--- src/rtl/piso_frame_serializer.sv ---
// -----------------------------------------------------------------------------
// piso_frame_serializer
//
// Parallel-in / serial-out frame serializer. A DW-bit word is taken over a
// valid/ready handshake and shifted out one bit per enabled clock, MSB-first or
// LSB-first as chosen by lsb_first at the moment of acceptance. A new word can
// be taken during the last bit of the current frame, so frames follow each
// other with no idle bit in between.
//
// Optional feature macro: PISO_PARITY_EN
//   defined   : each frame carries one extra even-parity bit (^word) after the
//               data bits, sent in state PAR.
//   undefined : frames are exactly DW bits; no PAR state, no parity register.
//
// Parameters
//   DW         data word width, 2..32
// Ports
//   clk        rising-edge clock
//   reset      asynchronous, active-low reset
//   enb        clock enable; when low the frame freezes and nothing is accepted
//   lsb_first  bit order for the next accepted word (1 = LSB first)
//   in_valid   producer offers inp
//   inp        parallel data word
//   in_ready   serializer can take a word this cycle (combinational)
//   out        serial data, idle level 1
//   out_valid  out carries a frame bit this cycle
//   busy       a frame is in progress
//   done       one-cycle pulse in the cycle after a frame's last bit
// -----------------------------------------------------------------------------
module piso_frame_serializer #(
  parameter int DW = 9
) (
  input  logic          clk,
  input  logic          reset,
  input  logic          enb,
  input  logic          lsb_first,
  input  logic          in_valid,
  input  logic [DW-1:0] inp,
  output logic          in_ready,
  output logic          out,
  output logic          out_valid,
  output logic          busy,
  output logic          done
);

  localparam int              CW       = $clog2(DW + 1);
  localparam logic [CW-1:0]   CNT_LAST = CW'(DW - 1);

`ifdef PISO_PARITY_EN
  typedef enum logic [1:0] {IDLE = 2'd0, SHIFT = 2'd1, PAR = 2'd2} state_t;
`else
  typedef enum logic [1:0] {IDLE = 2'd0, SHIFT = 2'd1} state_t;
`endif

  state_t        state_reg, state_next;
  logic [DW-1:0] sr_reg,    sr_next;
  logic          ord_reg,   ord_next;
  logic [CW-1:0] cnt_reg,   cnt_next;
  logic          done_reg,  done_next;
`ifdef PISO_PARITY_EN
  logic          par_reg,   par_next;
`endif

  logic last_cycle;
  logic accept;

  // The cycle in which the final bit of the frame is on the wire; a new word
  // may be loaded here so the next frame starts right after it.
`ifdef PISO_PARITY_EN
  assign last_cycle = (state_reg == PAR);
`else
  assign last_cycle = (state_reg == SHIFT) && (cnt_reg == CNT_LAST);
`endif

  assign in_ready = enb & ((state_reg == IDLE) | last_cycle);
  assign accept   = enb & in_valid & in_ready;
  assign done     = done_reg;

  // State and datapath registers
  always_ff @(posedge clk or negedge reset) begin
    if (!reset) begin
      state_reg <= IDLE;
      sr_reg    <= '1;
      ord_reg   <= 1'b0;
      cnt_reg   <= '0;
      done_reg  <= 1'b0;
`ifdef PISO_PARITY_EN
      par_reg   <= 1'b0;
`endif
    end else begin
      state_reg <= state_next;
      sr_reg    <= sr_next;
      ord_reg   <= ord_next;
      cnt_reg   <= cnt_next;
      done_reg  <= done_next;
`ifdef PISO_PARITY_EN
      par_reg   <= par_next;
`endif
    end
  end

  // Next-state and datapath update
  always_comb begin
    state_next = state_reg;
    sr_next    = sr_reg;
    ord_next   = ord_reg;
    cnt_next   = cnt_reg;
    // done is updated every clk (not gated by enb) so the pulse lasts exactly
    // one clock even if enb drops right after the last bit.
    done_next  = enb & last_cycle;
`ifdef PISO_PARITY_EN
    par_next   = par_reg;
`endif
    if (enb) begin
      case (state_reg)
        SHIFT: begin
          // Vacated positions fill with 1 so a drained register reads idle.
          sr_next = ord_reg ? {1'b1, sr_reg[DW-1:1]} : {sr_reg[DW-2:0], 1'b1};
          if (cnt_reg == CNT_LAST) begin
`ifdef PISO_PARITY_EN
            // cnt stays at DW-1 while the parity bit is out.
            state_next = PAR;
`else
            state_next = IDLE;
            cnt_next   = '0;
`endif
          end else begin
            cnt_next = cnt_reg + CW'(1);
          end
        end
`ifdef PISO_PARITY_EN
        PAR: begin
          state_next = IDLE;
          cnt_next   = '0;
        end
`endif
        default: ;
      endcase
      // Acceptance overrides the end-of-frame transition: back-to-back load.
      if (accept) begin
        sr_next    = inp;
        ord_next   = lsb_first;
        cnt_next   = '0;
        state_next = SHIFT;
`ifdef PISO_PARITY_EN
        par_next   = ^inp;
`endif
      end
    end
  end

  // Outputs
  always_comb begin
    out       = 1'b1;
    out_valid = 1'b0;
    busy      = 1'b0;
    case (state_reg)
      SHIFT: begin
        out       = ord_reg ? sr_reg[0] : sr_reg[DW-1];
        out_valid = 1'b1;
        busy      = 1'b1;
      end
`ifdef PISO_PARITY_EN
      PAR: begin
        out       = par_reg;
        out_valid = 1'b1;
        busy      = 1'b1;
      end
`endif
      default: ;
    endcase
  end

endmodule

--- config.mk ---
export PLATFORM = sky130hd
export DESIGN_NAME = piso_frame_serializer
export DESIGN_NICKNAME = d
export VERILOG_FILES = /design/src/rtl/piso_frame_serializer.sv
export SDC_FILE = /design/constraint.sdc
export NUM_CORES = 1
export LEC_CHECK = 0
export BUFFER_PORTS_ARGS = -buffer_cell sky130_fd_sc_hd__clkbuf_2
export CAP_MARGIN = 10
export CORE_AREA = 3 3 49 51
export DETAILED_ROUTE_END_ITERATION = 7
export DIE_AREA = 0 0 52 54
export GPL_TIMING_DRIVEN = 1
export PLACE_DENSITY_LB_ADDON = 0.08
export REMOVE_ABC_BUFFERS = 1
export SYNTH_ARGS = -nofsm -noshare
export SYNTH_HDL_FRONTEND = slang
export SYNTH_SLANG_ARGS = --single-unit
--- constraint.sdc ---
create_clock -name clk -period 1.5 [get_ports clk]
set_clock_uncertainty 0.15 [all_clocks]
set_input_delay 0 -clock clk [delete_from_list [all_inputs] [get_ports clk]]
set_output_delay 0 -clock clk [all_outputs]
set_load 0.01 [all_outputs]
==> impl_results.md <==
- Most common cell after layout, fill and taps aside: clkbuf_2
- Combinational Power Share: about half
- H-tree depth: 1
- Post-synthesis register bit count: 16
- Psw: between 0.8 and 0.9 mW
- Max layer used: met4
- Row count: 16
- Leakage: 0.679 nW
- Remaining DRCs: 0
- Kind of critical path: register to register
- Vias in the first global route: a little under 900
- HP Class: primary input to asynchronous set/reset pin
- Peak VDD IR: slightly above 0.0009 V
- Sw frac: 36.3%
- Most frequent cells in the layout: clkbuf_2 (17), buf_4 (15), dlygate4sd3_1 (13)
- IO Pins: 19
- Post-synthesis sequential area ratio: 43.8%
- Die Height: roughly 54 um
- Routed wl met3: about 67 um
- Clk root buf: clkbuf_4
- Post-DR vias/cell: a little over 5
- Multi-input gate area: around 560 um2
- Initial Util: about 47%
- Internal Pwr Total: roughly 1.5 mW
- Post-Route WL: 2.35 mm
- Mapped cell area: approximately 940 um2
- Final core utilization: 73.8%
- Total Routing Usage GR: about a fifth
- Post-Place Cell Area: roughly 1200 um2
- Clk pwr share: about 12%
- Status: finished, violations left
- PnR worst setup slack: -0.0235 ns
- RR Startpoint: cnt_reg[1]
- Fillers: ~150
- Synth cell types: 32
- Avg WL per Cell: roughly 14 um
- Share of post-route cells with drive strength above 1: between 40% and 50%
- Core area: 1980 um2
- R2R cell count: 5
- Area growth syn-to-layout: 55.5%
- Initial DRC Count: 10
- Final ANT Viol Nets: 0
- Gate Count Post-Synth: between 90 and 100
- M1 WL: 1.06 mm
- Fmax: about 0.66 GHz
- Reg2Reg Capture Point: ord_reg
- Crit-path max FO: 4
- First-pass GRT wire length: 4.02 mm
- Drt pass-1 iters: 4
- Final hold violations: 0
- R2R Setup Slk: -0.02 ns
- Total congestion overflow: 0
- CP Data Arrival Time: between 1.5 and 2 ns
- Clock sink total: 16
- Port Buffers: 18
- Max reg flops: 9
- Final Cycle Share: 102%
- DIE AREA: approximately 2800 um2
- Hold Worst Slack: roughly 0.0016 ns
- Detail Placement HPWL: about 1.6 mm
- Worst skew pair latency: ~0.28 ns
- Total number of vias: between 800 and 900
- GP Congestion: approximately 0.8
- Setup Total Neg Slack: -0.0600 ns
- CTS tree: built
- Post-synth ARST share: 100%
- Design area: around 1500 um2
- CP Capture Type: register
- Final Max Tran Viols: 0
- Yosys Warn Count: 0
- Largest net degree at the start of global routing: 17
- Post-synth EDFFs: 0
- Ant diodes: 0
- Die W: about 52 um
- Final min period: 1.52 ns
- Least-Margin Pin Slew: around 0.39 ns
- Syn_area_per_cell: ~10 um2
- Total CTS buffers: 3
- Sequential Area: 413 um2
- Clk buf depth: 2
- Slew Limit Headroom: 74.3%
- Flop pwr share: between 30 and 40%
- Initial antenna violation count: 0
- Nets: between 150 and 200
- WL met2: approximately 1.2 mm
- Pwr Density: between 1500 and 2000 nW/um2
- Final Setup Violations: 5
- RSZ-0062 raised after global routing: true
- Failing checks: negative setup slack
- Clock slew at reported path FFs: 0.10 ns
- Top FF cell, synth: dfstp_2
- WP data required: 1.52 ns
- Setup crit start kind: register
- Max Cap Violations: 0
[worst max-delay path by stage]
stage	start	end	slack, ns	cells past startpoint
floorplan	cnt_reg[0]	ord_reg	-0.12	5
finish	cnt_reg[1]	ord_reg	-0.02	5
detailed placement	cnt_reg[1]	sr_reg[6]	-0.12	6
global route	cnt_reg[1]	in_ready	-0.10	6
global placement	cnt_reg[1]	sr_reg[7]	-0.05	6
CTS	cnt_reg[1]	in_ready	-0.04	6
[through the flow]
stage	total power, mW	cells	worst slack (ns)
floorplan	1.40	90	-0.115
global placement	1.74	150	-0.0503
detailed placement	1.77	150	-0.120
CTS	2.27	170	-0.0450
global route	2.50	170	-0.103
finish	2.33	170	-0.0235
[Yosys cell counts (3+ instances only)]
| master | n | area share [%] |
|---|---|---|
| a221oi_1 | 7 | 6.5 |
| buf_4 | 3 | 2.4 |
| dfrtp_1 | 7 | 19 |
| dfstp_2 | 9 | 25 |
| inv_1 | 12 | 4.8 |
| mux2i_1 | 8 | 8.5 |
| nand2_1 | 7 | 2.8 |
| nor2_1 | 8 | 3.2 |
| o21ai_0 | 3 | 1.6 |
[layout make-up]
type | instances | area share (%)
clock buffers | 4 | 2.48
inverters | 12 | 3.08
multi-input cells | 62 | 38.2
flip-flops and latches | 16 | 28.2
well taps | 27 | 2.31
repair buffers | 49 | 25.7
[what timing repair did]
action	CTS	global route
hold endpoints to repair	31	0
hold buffers	13	0
endpoints found under the setup margin	11	16
pin swaps	6	4
gates resized for setup	17	7
buffers inserted	4	0
[power by group through the flow]
stage                     Combinational (mW)  Clock (mW)  Sequential [mW]
after global placement                 0.879           0            0.859
after global routing                    1.29       0.311            0.908
after floorplan                        0.523           0            0.876
after detailed placement               0.903           0            0.868
final                                   1.16       0.285            0.885
after CTS                               1.10       0.301            0.870
[routing by layer]
| metal | vias up | track usage [%] |
|---|---|---|
| li1 | 440 | - |
| met1 | 417 | 24.9 |
| met2 | 12 | 34.3 |
| met3 | 2 | 2.49 |
| met4 | 0 | 6.55 |
| met5 | - | 0 |
[worst max-delay path, stage by stage, from the launching register on]
cell	delay [ns]
dfrtp_1	0.40
inv_2	0.08
ha_4	0.14
nand3b_4	0.10
a21oi_4	0.22
mux2_4	0.32
[cell families after synthesis]
kind of cell | share of synthesized area (%)
mux | 10.1
flops | 43.8
buf+inv | 7.71
simple gates | 15.6
compound gates | 20.2
fa+ha+maj | 2.66
No activity file was read; power rests on OpenSTA's default activity.
